<file path="config.mk">
export PLATFORM = sky130hd
export DESIGN_NAME = cga_mode_init_flat
export DESIGN_NICKNAME = d
export VERILOG_FILES = /design/src/rtl/cga_mode_init_if.sv /design/src/rtl/cga_mode_init.sv /design/src/flat_wrapper.sv
export SDC_FILE = /design/constraint.sdc
export NUM_CORES = 1
export LEC_CHECK = 0
export CAP_MARGIN = 20
export CORE_UTILIZATION = 60
export DETAILED_ROUTE_END_ITERATION = 10
export MAX_ROUTING_LAYER = met4
export PLACE_DENSITY = 0.86
export SLEW_MARGIN = 10
export SYNTH_ARGS = -nofsm -noshare
export SYNTH_HDL_FRONTEND = slang
export SYNTH_SLANG_ARGS = --single-unit
</file>
<file path="constraint.sdc">
create_clock -name clk -period 8.9 [get_ports clk]
set_input_delay 1.78 -clock clk [delete_from_list [all_inputs] [get_ports clk]]
set_output_delay 1.78 -clock clk [all_outputs]
set_load 0.01 [all_outputs]
</file>
<file path="src/rtl/cga_mode_init_if.sv">
// I/O-side host bus between the mode initiator and a CGA adapter.
// The initiator owns address, data, strobes and aen; the adapter returns read data and rdy.
interface cga_mode_init_if;
    logic [14:0] bus_a;
    logic [7:0]  bus_d;
    logic [7:0]  bus_in;
    logic        bus_ior_l;
    logic        bus_iow_l;
    logic        bus_aen;
    logic        bus_rdy;

    modport master (
        output bus_a, bus_d, bus_ior_l, bus_iow_l, bus_aen,
        input  bus_in, bus_rdy
    );

    modport slave (
        input  bus_a, bus_d, bus_ior_l, bus_iow_l, bus_aen,
        output bus_in, bus_rdy
    );
endinterface

</file>
<file path="src/rtl/cga_mode_init.sv">
// Programs a CGA adapter into one of four BIOS video modes over ISA I/O cycles:
// optional vsync poll, video off, 16 CRTC registers, colour, then the final mode write.
module cga_mode_init #(
    parameter logic [15:0] IO_BASE_ADDR = 16'h3d0,
    parameter int          SETUP_CYC    = 2,
    parameter int          STROBE_CYC   = 4,
    parameter int          HOLD_CYC     = 2,
    parameter int          WAIT_VSYNC   = 0,
    parameter logic [15:0] POLL_TIMEOUT = 16'd4096
) (
    input  logic           clk,
    input  logic           reset_l,
    input  logic           start,
    input  logic [1:0]     mode_sel,
    output logic           busy,
    output logic           done,
    output logic           timeout,
    cga_mode_init_if.master bus
);

    localparam logic [2:0] S_IDLE      = 3'd0;
    localparam logic [2:0] S_RD_SETUP  = 3'd1;
    localparam logic [2:0] S_RD_STROBE = 3'd2;
    localparam logic [2:0] S_RD_HOLD   = 3'd3;
    localparam logic [2:0] S_WR_SETUP  = 3'd4;
    localparam logic [2:0] S_WR_STROBE = 3'd5;
    localparam logic [2:0] S_WR_HOLD   = 3'd6;
    localparam logic [2:0] S_DONE      = 3'd7;

    localparam logic [3:0] OFF_INDEX  = 4'h4;
    localparam logic [3:0] OFF_DATA   = 4'h5;
    localparam logic [3:0] OFF_MODE   = 4'h8;
    localparam logic [3:0] OFF_COLOUR = 4'h9;
    localparam logic [3:0] OFF_STATUS = 4'hA;

    localparam logic [15:0] SETUP_LAST  = 16'(SETUP_CYC - 1);
    localparam logic [15:0] STROBE_LAST = 16'(STROBE_CYC - 1);
    localparam logic [15:0] HOLD_LAST   = 16'(HOLD_CYC - 1);
    localparam logic [5:0]  LAST_STEP   = 6'd34;

    // CRTC R0..R15, R0 in the most significant byte.
    localparam logic [127:0] CRTC_40  = 128'h38_28_2D_0A_1F_06_19_1C_02_07_06_07_00_00_00_00;
    localparam logic [127:0] CRTC_80  = 128'h71_50_5A_0A_1F_06_19_1C_02_07_06_07_00_00_00_00;
    localparam logic [127:0] CRTC_GFX = 128'h38_28_2D_0A_7F_06_64_70_02_01_06_07_00_00_00_00;

    function automatic logic [7:0] crtc_byte(input logic [1:0] m, input logic [3:0] r);
        logic [127:0] tbl;
        case (m)
            2'd0:    tbl = CRTC_40;
            2'd1:    tbl = CRTC_80;
            default: tbl = CRTC_GFX;
        endcase
        tbl = tbl << {r, 3'b000};
        return tbl[127:120];
    endfunction

    function automatic logic [7:0] mode_byte(input logic [1:0] m);
        case (m)
            2'd0:    return 8'h28;
            2'd1:    return 8'h29;
            2'd2:    return 8'h2A;
            default: return 8'h1E;
        endcase
    endfunction

    function automatic logic [7:0] colour_byte(input logic [1:0] m);
        case (m)
            2'd2:    return 8'h30;
            2'd3:    return 8'h3F;
            default: return 8'h00;
        endcase
    endfunction

    logic [2:0]  state_q,   state_d;
    logic [15:0] cnt_q,     cnt_d;
    logic [5:0]  step_q,    step_d;
    logic [1:0]  mode_q,    mode_d;
    logic [15:0] poll_q,    poll_d;
    logic        vs_q,      vs_d;
    logic        timeout_q, timeout_d;

    logic [15:0] poll_nx;
    logic [3:0]  reg_sel;
    logic [3:0]  wr_off;
    logic [7:0]  wr_data;
    logic        in_rd;
    logic        in_wr;
    logic        unused_ok;

    assign poll_nx = poll_q + 16'd1;
    assign unused_ok = ^{bus.bus_in[7:4], bus.bus_in[2:0]};

    // Steps 1..32 alternate index/data; odd steps carry the index of the pair.
    assign reg_sel = step_q[0] ? step_q[4:1] : (step_q[4:1] - 4'd1);

    always_comb begin
        wr_off  = OFF_MODE;
        wr_data = mode_byte(mode_q);
        if (step_q == 6'd0) begin
            wr_off  = OFF_MODE;
            wr_data = mode_byte(mode_q) & 8'hF7;
        end else if (step_q <= 6'd32) begin
            if (step_q[0]) begin
                wr_off  = OFF_INDEX;
                wr_data = {4'b0000, reg_sel};
            end else begin
                wr_off  = OFF_DATA;
                wr_data = crtc_byte(mode_q, reg_sel);
            end
        end else if (step_q == 6'd33) begin
            wr_off  = OFF_COLOUR;
            wr_data = colour_byte(mode_q);
        end
    end

    always_comb begin
        state_d   = state_q;
        cnt_d     = cnt_q;
        step_d    = step_q;
        mode_d    = mode_q;
        poll_d    = poll_q;
        vs_d      = vs_q;
        timeout_d = timeout_q;
        case (state_q)
            S_IDLE: begin
                if (start) begin
                    mode_d    = mode_sel;
                    step_d    = 6'd0;
                    poll_d    = 16'd0;
                    cnt_d     = 16'd0;
                    timeout_d = 1'b0;
                    state_d   = (WAIT_VSYNC != 0) ? S_RD_SETUP : S_WR_SETUP;
                end
            end
            S_RD_SETUP, S_WR_SETUP: begin
                if (cnt_q == SETUP_LAST) begin
                    cnt_d   = 16'd0;
                    state_d = (state_q == S_RD_SETUP) ? S_RD_STROBE : S_WR_STROBE;
                end else begin
                    cnt_d = cnt_q + 16'd1;
                end
            end
            S_RD_STROBE, S_WR_STROBE: begin
                // A not-ready cycle does not count towards the strobe width.
                if (bus.bus_rdy) begin
                    if (cnt_q == STROBE_LAST) begin
                        cnt_d = 16'd0;
                        if (state_q == S_RD_STROBE) begin
                            vs_d    = bus.bus_in[3];
                            state_d = S_RD_HOLD;
                        end else begin
                            state_d = S_WR_HOLD;
                        end
                    end else begin
                        cnt_d = cnt_q + 16'd1;
                    end
                end
            end
            S_RD_HOLD: begin
                if (cnt_q == HOLD_LAST) begin
                    cnt_d = 16'd0;
                    if (vs_q) begin
                        step_d  = 6'd0;
                        state_d = S_WR_SETUP;
                    end else if (poll_nx == POLL_TIMEOUT) begin
                        poll_d    = poll_nx;
                        timeout_d = 1'b1;
                        step_d    = 6'd0;
                        state_d   = S_WR_SETUP;
                    end else begin
                        poll_d  = poll_nx;
                        state_d = S_RD_SETUP;
                    end
                end else begin
                    cnt_d = cnt_q + 16'd1;
                end
            end
            S_WR_HOLD: begin
                if (cnt_q == HOLD_LAST) begin
                    cnt_d = 16'd0;
                    if (step_q == LAST_STEP) begin
                        state_d = S_DONE;
                    end else begin
                        step_d  = step_q + 6'd1;
                        state_d = S_WR_SETUP;
                    end
                end else begin
                    cnt_d = cnt_q + 16'd1;
                end
            end
            S_DONE:  state_d = S_IDLE;
            default: state_d = S_IDLE;
        endcase
    end

    always_ff @(posedge clk) begin
        if (!reset_l) begin
            state_q   <= S_IDLE;
            cnt_q     <= 16'd0;
            step_q    <= 6'd0;
            mode_q    <= 2'd0;
            poll_q    <= 16'd0;
            vs_q      <= 1'b0;
            timeout_q <= 1'b0;
        end else begin
            state_q   <= state_d;
            cnt_q     <= cnt_d;
            step_q    <= step_d;
            mode_q    <= mode_d;
            poll_q    <= poll_d;
            vs_q      <= vs_d;
            timeout_q <= timeout_d;
        end
    end

    // Bus outputs decode straight from state, so a reset edge releases strobes at once.
    assign in_rd = (state_q == S_RD_SETUP) || (state_q == S_RD_STROBE) || (state_q == S_RD_HOLD);
    assign in_wr = (state_q == S_WR_SETUP) || (state_q == S_WR_STROBE) || (state_q == S_WR_HOLD);

    assign bus.bus_aen   = ~(in_rd | in_wr);
    assign bus.bus_ior_l = (state_q != S_RD_STROBE);
    assign bus.bus_iow_l = (state_q != S_WR_STROBE);
    assign bus.bus_a     = in_rd ? (IO_BASE_ADDR[14:0] + {11'd0, OFF_STATUS}) :
                           in_wr ? (IO_BASE_ADDR[14:0] + {11'd0, wr_off}) : 15'd0;
    assign bus.bus_d     = in_wr ? wr_data : 8'd0;

    assign busy    = (state_q != S_IDLE) && (state_q != S_DONE);
    assign done    = (state_q == S_DONE);
    assign timeout = timeout_q;

endmodule

</file>
<file path="src/flat_wrapper.sv">
// flat-port wrapper written by rule: the top's interface ports become plain ports
module cga_mode_init_flat 
#(
    parameter logic [15:0] IO_BASE_ADDR = 16'h3d0,
    parameter int          SETUP_CYC    = 2,
    parameter int          STROBE_CYC   = 4,
    parameter int          HOLD_CYC     = 2,
    parameter int          WAIT_VSYNC   = 0,
    parameter logic [15:0] POLL_TIMEOUT = 16'd4096
)
  (clk, reset_l, start, mode_sel, busy, done, timeout, bus_bus_a, bus_bus_d, bus_bus_ior_l, bus_bus_iow_l, bus_bus_aen, bus_bus_in, bus_bus_rdy);
  cga_mode_init_if bus_i ();
  input  logic clk;
  input  logic reset_l;
  input  logic start;
  input  logic [1:0] mode_sel;
  output logic busy;
  output logic done;
  output logic timeout;
  output wire logic [$bits(bus_i.bus_a)-1:0] bus_bus_a;
  output wire logic [$bits(bus_i.bus_d)-1:0] bus_bus_d;
  output wire logic [$bits(bus_i.bus_ior_l)-1:0] bus_bus_ior_l;
  output wire logic [$bits(bus_i.bus_iow_l)-1:0] bus_bus_iow_l;
  output wire logic [$bits(bus_i.bus_aen)-1:0] bus_bus_aen;
  input wire logic [$bits(bus_i.bus_in)-1:0] bus_bus_in;
  input wire logic [$bits(bus_i.bus_rdy)-1:0] bus_bus_rdy;
  assign bus_bus_a = bus_i.bus_a;
  assign bus_bus_d = bus_i.bus_d;
  assign bus_bus_ior_l = bus_i.bus_ior_l;
  assign bus_bus_iow_l = bus_i.bus_iow_l;
  assign bus_bus_aen = bus_i.bus_aen;
  assign bus_i.bus_in = bus_bus_in;
  assign bus_i.bus_rdy = bus_bus_rdy;
  cga_mode_init #(.IO_BASE_ADDR(IO_BASE_ADDR), .SETUP_CYC(SETUP_CYC), .STROBE_CYC(STROBE_CYC), .HOLD_CYC(HOLD_CYC), .WAIT_VSYNC(WAIT_VSYNC), .POLL_TIMEOUT(POLL_TIMEOUT)) u_core (.clk(clk), .reset_l(reset_l), .start(start), .mode_sel(mode_sel), .busy(busy), .done(done), .timeout(timeout), .bus(bus_i));
endmodule
</file>
==> out/qor.txt, run 1 <==
status - completed
most common cell in the synthesized netlist - nor2_1
Synth Register Bits - 45
reg2reg setup slack - 6.34 ns
Rows - 26
die area - 5700 µm²
later-pin clock latency in the skew report - 0.30 ns
Die Span X - 75.5 µm
Layout Skew - 0.00983 ns
FFs w/ async S/R, synth - 0
Slowest-stage cell, CP - dfxtp_1
Worst VDD drop - 0.142 mV
hold endpoint - u_core.timeout$_SDFFE_PN0P_
Avg Cell Area, Syn - 7.61 µm²
CTS Buffer Depth - 2
Final Cell Area - 3560 µm²
most frequent cells after synthesis - 49 x nor2_1, 45 x dfxtp_1, 45 x nand2_1, 25 x a21oi_1, 19 x nand3_1
EDFF count, synth - 0
largest net degree at the start of global routing - 19
post-CTS setup buffers - 0
initial drt markers - 256
Detail Route Antenna Nets - 0
HPWL Detailed - 5270 µm
worst slew pin tran - 1.00 ns
vias in the first global route - 2,513
H-tree depth - 2
dpl cell area - 3450 µm²
Net count, final - 461
Data required, critical path - 7.12 ns
fin util - 0.693
family with the most delay on the worst path - buffers and inverters
Crit path largest cell delay - 0.68 ns
core area - 5140 µm²
Syn Std Cell Area - 3240 µm²
Worst-path clk slew - 0.09 ns
CTS sink cnt - 45
min Tclk post-route - 5.32 ns
vias - 3,049
PostCTS Resize Cnt - 0
Max FO, Critical Path - 17
CP Cell Sequence - inv_1, ha_1, inv_1, ha_1, a211oi_1, o41a_1, o21bai_1, a211oi_1, clkdlybuf4s50_1
drt pass-1 iters - 4
Worst Hold Depth - 2
crit share post-route - 0.598
Vias per Instance - 6.05
Worst R2R Path Depth - 6
total stage count of the critical path - 9
Ys Warns - 0
share of the yosys chip area belonging to registers - 0.278
first-pass GRT wire length - 11,500 µm
Antenna Cells - 0
FF-to-FF Start - u_core.state_q[2]$_SDFFE_PN0P_
min-delay src - u_core.timeout$_SDFFE_PN0P_
top-area cell type share of the netlist area - 0.278
PD cells - 151 nW/µm²
drt total wl - 7360 µm
Worst setup EP type - output pin
unrepaired setup endpoints after global routing - false
Die Ht - 75.5 µm
critical path launch point - u_core.step_q[0]$_SDFFE_PN0P_
Buffers on Ports - 28
clock buffer count from CTS - 5
WS Path Type - flop to output pin
Final Hold Fails - 0
Syn Inst Count - 426
Setup TNS - 0 ns
starting density of the core - 0.630
post-synth cell types - 62
relative slew slack - 0.328
hold buffers post-CTS - 0
Setup Viol. Count Final - 0
final slew viol count - 0
Overflow after GRT - 0
placer congestion estimate - 0.883
critical path startpoint category - flop
antenna violations before repair - 0
I/O Pins - 43
data arrival time of the critical path - 3.54 ns
Static Leak - 1.28 nW
CP Buf/Inv Count - 3
share of layout cells above drive strength 1 - 0.0484
Layout area overhead - 9.96%
terminus of the critical flop-to-flop path - u_core.poll_q[7]$_SDFFE_PN0P_
Synth area leaders - dfxtp_1 28%, nor2_1 5.7%, ha_1 5.4%, nand2_1 5.2%, xor2_1 4.1%
max cap viols - 0
TritonCTS clock tree - built
root buf cell - clkbuf_8
worst min path class - flop to flop
WL per Instance - 14.6 µm
Synth area leader - dfxtp_1
Most used DFF post-synth - dfxtp_1
drc violations - 0
gr usage total - 0.268
Achievable Freq - 188 MHz
-- layout by cell type, fill, tap and decap left out, drive strengths merged, types with 7 or more instances in the layout --
master         count
clkdlybuf4s50     28
nor2              49
xnor2             14
nand3             19
nor4               8
ha                14
a21oi             26
inv               11
conb               7
o21ai             17
a211oi            11
nand2b             8
nor3              11
and3              18
xor2              15
dfxtp             45
nand2             45
nand4              9
-- sequential cells by signal, indices dropped and copies added, names as in the netlist --
name / cells
u_core.cnt_q: 16
u_core.poll_q: 16
u_core.step_q: 6
u_core.state_q: 3
u_core.mode_q: 2
u_core.timeout: 1
u_core.vs_q: 1
-- worst register-to-register path, cell delays in order (launching register included) --
cell	delay, ns
dfxtp_1	0.69
nand3b_1	0.31
nor2_1	0.14
a31oi_1	0.83
nor3_1	0.18
xnor2_1	0.22
nor2_1	0.07
-- layout make-up --
cell class	count	area, µm²
Fill cell	433	1580
Clock inverter	2	38.8
Timing Repair Buffer	28	280
Multi-Input combinational cell	341	2140
Tap cell	70	87.6
Sequential cell	45	901
Clock buffer	6	72.6
Inverter	12	45.0
-- worst max-delay path by stage --
stage / endpoint / slack [ns]
floorplan: bus_bus_d[2] / 4.59
global placement: bus_bus_d[1] / 4.04
detailed placement: bus_bus_d[1] / 3.96
CTS: bus_bus_d[1] / 3.63
global route: bus_bus_d[2] / 3.35
finish: bus_bus_d[1] / 3.58
-- logic make-up (layout without fill, tap and decap cells) --
family / Yosys count / in the layout / synth area share
other: 1 / 7 / 0.00116
AND/OR/NAND/NOR: 196 / 196 / 0.307
XOR/XNOR: 29 / 29 / 0.0784
adder cells (fa/ha/maj): 14 / 14 / 0.0541
flip-flops: 45 / 45 / 0.278
AO/OA/AOI/OAI: 91 / 91 / 0.200
multiplexers: 4 / 4 / 0.0124
buffers and inverters: 46 / 48 / 0.0691
-- report_power, final --
group	switching (W)	internal, W	total (W)
logic	0.0000858	0.0000641	0.000150
registers	0.0000200	0.000209	0.000229
clock network	0.0000739	0.0000844	0.000158
-- per-layer routing --
layer	GRT usage	up-vias	routed length, µm
met3	0.0331	13	336
li1	-	1524	-
met5	-	-	0
met2	0.417	88	3480
met1	0.365	1424	3430
met4	0.0782	0	108
-- through the flow --
step | instances | setup WS (ns) | hold WS [ns] | power [W]
3_3_place_gp | 496 | 4.04 | 0.452 | 0.000378
6_report | 504 | 3.58 | 0.471 | 0.000538
2_1_floorplan | 432 | 4.59 | 0.454 | 0.000339
3_5_place_dp | 496 | 3.96 | 0.456 | 0.000381
5_1_grt | 504 | 3.35 | 0.534 | 0.000558
4_1_cts | 504 | 3.63 | 0.478 | 0.000535
Note: power is estimated with default switching activity, not from simulation.
==> inputs of run 2 (changes only) <==
--- a/config.mk
+++ b/config.mk
@@ -6,10 +6,10 @@
 export NUM_CORES = 1
 export LEC_CHECK = 0
 export CAP_MARGIN = 20
-export CORE_UTILIZATION = 60
+export CORE_UTILIZATION = 50
 export DETAILED_ROUTE_END_ITERATION = 10
 export MAX_ROUTING_LAYER = met4
-export PLACE_DENSITY = 0.86
+export PLACE_DENSITY = 0.76
 export SLEW_MARGIN = 10
 export SYNTH_ARGS = -nofsm -noshare
 export SYNTH_HDL_FRONTEND = slang
==> constraint.sdc (replaced) <==
create_clock -name clk -period 4.85 [get_ports clk]
set_input_delay 0.97 -clock clk [delete_from_list [all_inputs] [get_ports clk]]
set_output_delay 0.97 -clock clk [all_outputs]
set_load 0.01 [all_outputs]
==> run 2 against run 1 <==
Against the previous run:
- cell area up 0.18%
- via count up 0.39%
- clock power up 83%
- non-clock buffer count unchanged
- hold slack better by 0.0053 ns
- sequential share of layout area about the same
- combinational power up 83%
- largest power group unchanged
==> out/qor.txt, run 2 (synthesis results as in run 1) <==
status - completed
Layout Skew - 0.0102 ns
Data required, critical path - 3.88 ns
commonest non-fill, non-tap cell in the layout - nor2_1
Detail Route Antenna Nets - 0
HPWL Detailed - 5380 µm
die area - 6810 µm²
Worst setup EP type - output pin
Buffers on Ports - 28
critical path startpoint category - flop
Vias per Instance - 6.01
largest net degree at the start of global routing - 19
vias in the first global route - 2,639
root buf cell - clkbuf_8
min Tclk post-route - 4.43 ns
antenna violations before repair - 0
Layout area overhead - 10.2%
Max FO, Critical Path - 17
drt pass-1 iters - 4
CP Cell Sequence - inv_1, ha_1, inv_1, ha_1, a211oi_1, o41a_1, o21bai_1, a211oi_1, clkdlybuf4s50_1
drc violations - 0
Rows - 28
I/O Pins - 43
placer congestion estimate - 0.867
Setup Viol. Count Final - 0
WS Path Type - flop to output pin
Slowest-stage cell, CP - dfxtp_1
CP Buf/Inv Count - 3
core area - 6100 µm²
unrepaired setup endpoints after global routing - false
clock buffer count from CTS - 5
max cap viols - 0
crit share post-route - 0.914
met3 wire len - 237 µm
pre-CTS WS - 0.787 ns
met2 WL - 3420 µm
Static Leak - 1.28 nW
commonest non-fill, non-tap cells in the layout - 49 x nor2_1, 45 x nand2_1, 45 x dfxtp_1, 28 x clkdlybuf4s50_1, 25 x a21oi_1
later-pin clock latency in the skew report - 0.30 ns
Worst VDD drop - 0.184 mV
wire length on met1 - 3580 µm
worst min path class - flop to flop
Achievable Freq - 226 MHz
PostCTS Resize Cnt - 0
Die Span X - 82.5 µm
gr usage total - 0.234
Die Ht - 82.5 µm
drt total wl - 7310 µm
Final Power - 0.000984 W
CTS sink cnt - 45
Worst-path clk slew - 0.09 ns
Regs by FF count - u_core.cnt_q (16), u_core.poll_q (16), u_core.step_q (6)
CTS Buffer Depth - 2
PD cells - 276 nW/µm²
Antenna Cells - 0
first-pass GRT wire length - 12,200 µm
starting density of the core - 0.532
dpl cell area - 3460 µm²
TritonCTS clock tree - built
share of layout cells above drive strength 1 - 0.0484
relative slew slack - 0.338
Final WS setup - 0.416 ns
Net count, final - 461
post-CTS setup buffers - 0
vias - 3,061
Placed Cells - 501
Final Hold Fails - 0
Overflow after GRT - 0
family with the most delay on the worst path - buffers and inverters
Non-Filler Instances - 509
final slew viol count - 0
worst slew pin tran - 0.988 ns
data arrival time of the critical path - 3.46 ns
hold buffers post-CTS - 0
WL per Instance - 14.4 µm
top sig layer - met4
initial drt markers - 221
Crit path largest cell delay - 0.66 ns
Setup TNS - 0 ns
H-tree depth - 2
Final Cell Area - 3570 µm²
## run 2: cell counts in the layout (fill, tap and decap cells not counted)
No cell type changed its count.
## run 2: tightest hold or removal path, cell delays in order, from the launching register on
cell and delay, ns:
dfxtp_1 0.33, a21oi_1 0.04, nor2_1 0.07
## run 2: final timing paths
kind                            depth (start not counted)                            from  slack (ns)                       endpoint
worst max-delay path                                    9   u_core.step_q[0]$_SDFFE_PN0P_        0.42                   bus_bus_d[1]
worst max register to register                          6  u_core.state_q[2]$_SDFFE_PN0P_        2.35  u_core.poll_q[7]$_SDFFE_PN0P_
worst min register to register                          2     u_core.timeout$_SDFFE_PN0P_        0.48    u_core.timeout$_SDFFE_PN0P_
worst min-delay path                                    2     u_core.timeout$_SDFFE_PN0P_        0.48    u_core.timeout$_SDFFE_PN0P_
## run 2: where the power goes
group / switching [W] / internal (W)
combinational: 0.000157 / 0.000118
sequential: 0.0000362 / 0.000384
clock: 0.000134 / 0.000155
## run 2: layer usage
| metal | up-vias | global-route usage |
|---|---|---|
| li1 | 1526 | - |
| met3 | 12 | 0.0275 |
| met5 | - | - |
| met4 | 0 | 0.0552 |
| met2 | 70 | 0.369 |
| met1 | 1453 | 0.321 |
## run 2: cell type report
cell class / instances / area [µm²]
clock buffer: 6 / 72.6
clock inverter: 2 / 38.8
fill: 572 / 2530
inverter: 12 / 45.0
multi-input combinational: 341 / 2140
sequential: 45 / 901
tap: 75 / 93.8
timing repair buffer: 28 / 280
## run 2: metrics by stage
step                      hold WS (ns)   util
after global placement           0.453  0.567
after floorplan                  0.454      -
after CTS                        0.486  0.586
after detailed placement         0.466  0.567
after global routing             0.509  0.586
final                            0.477  0.586
==> inputs of run 3 (changes only) <==
--- a/config.mk
+++ b/config.mk
@@ -5,7 +5,6 @@
 export SDC_FILE = /design/constraint.sdc
 export NUM_CORES = 1
 export LEC_CHECK = 0
-export CAP_MARGIN = 20
 export CORE_UTILIZATION = 50
 export DETAILED_ROUTE_END_ITERATION = 10
 export MAX_ROUTING_LAYER = met4
==> results of run 3 <==
Same layout as run 2: the final DEF is identical, and so are final timing and power.
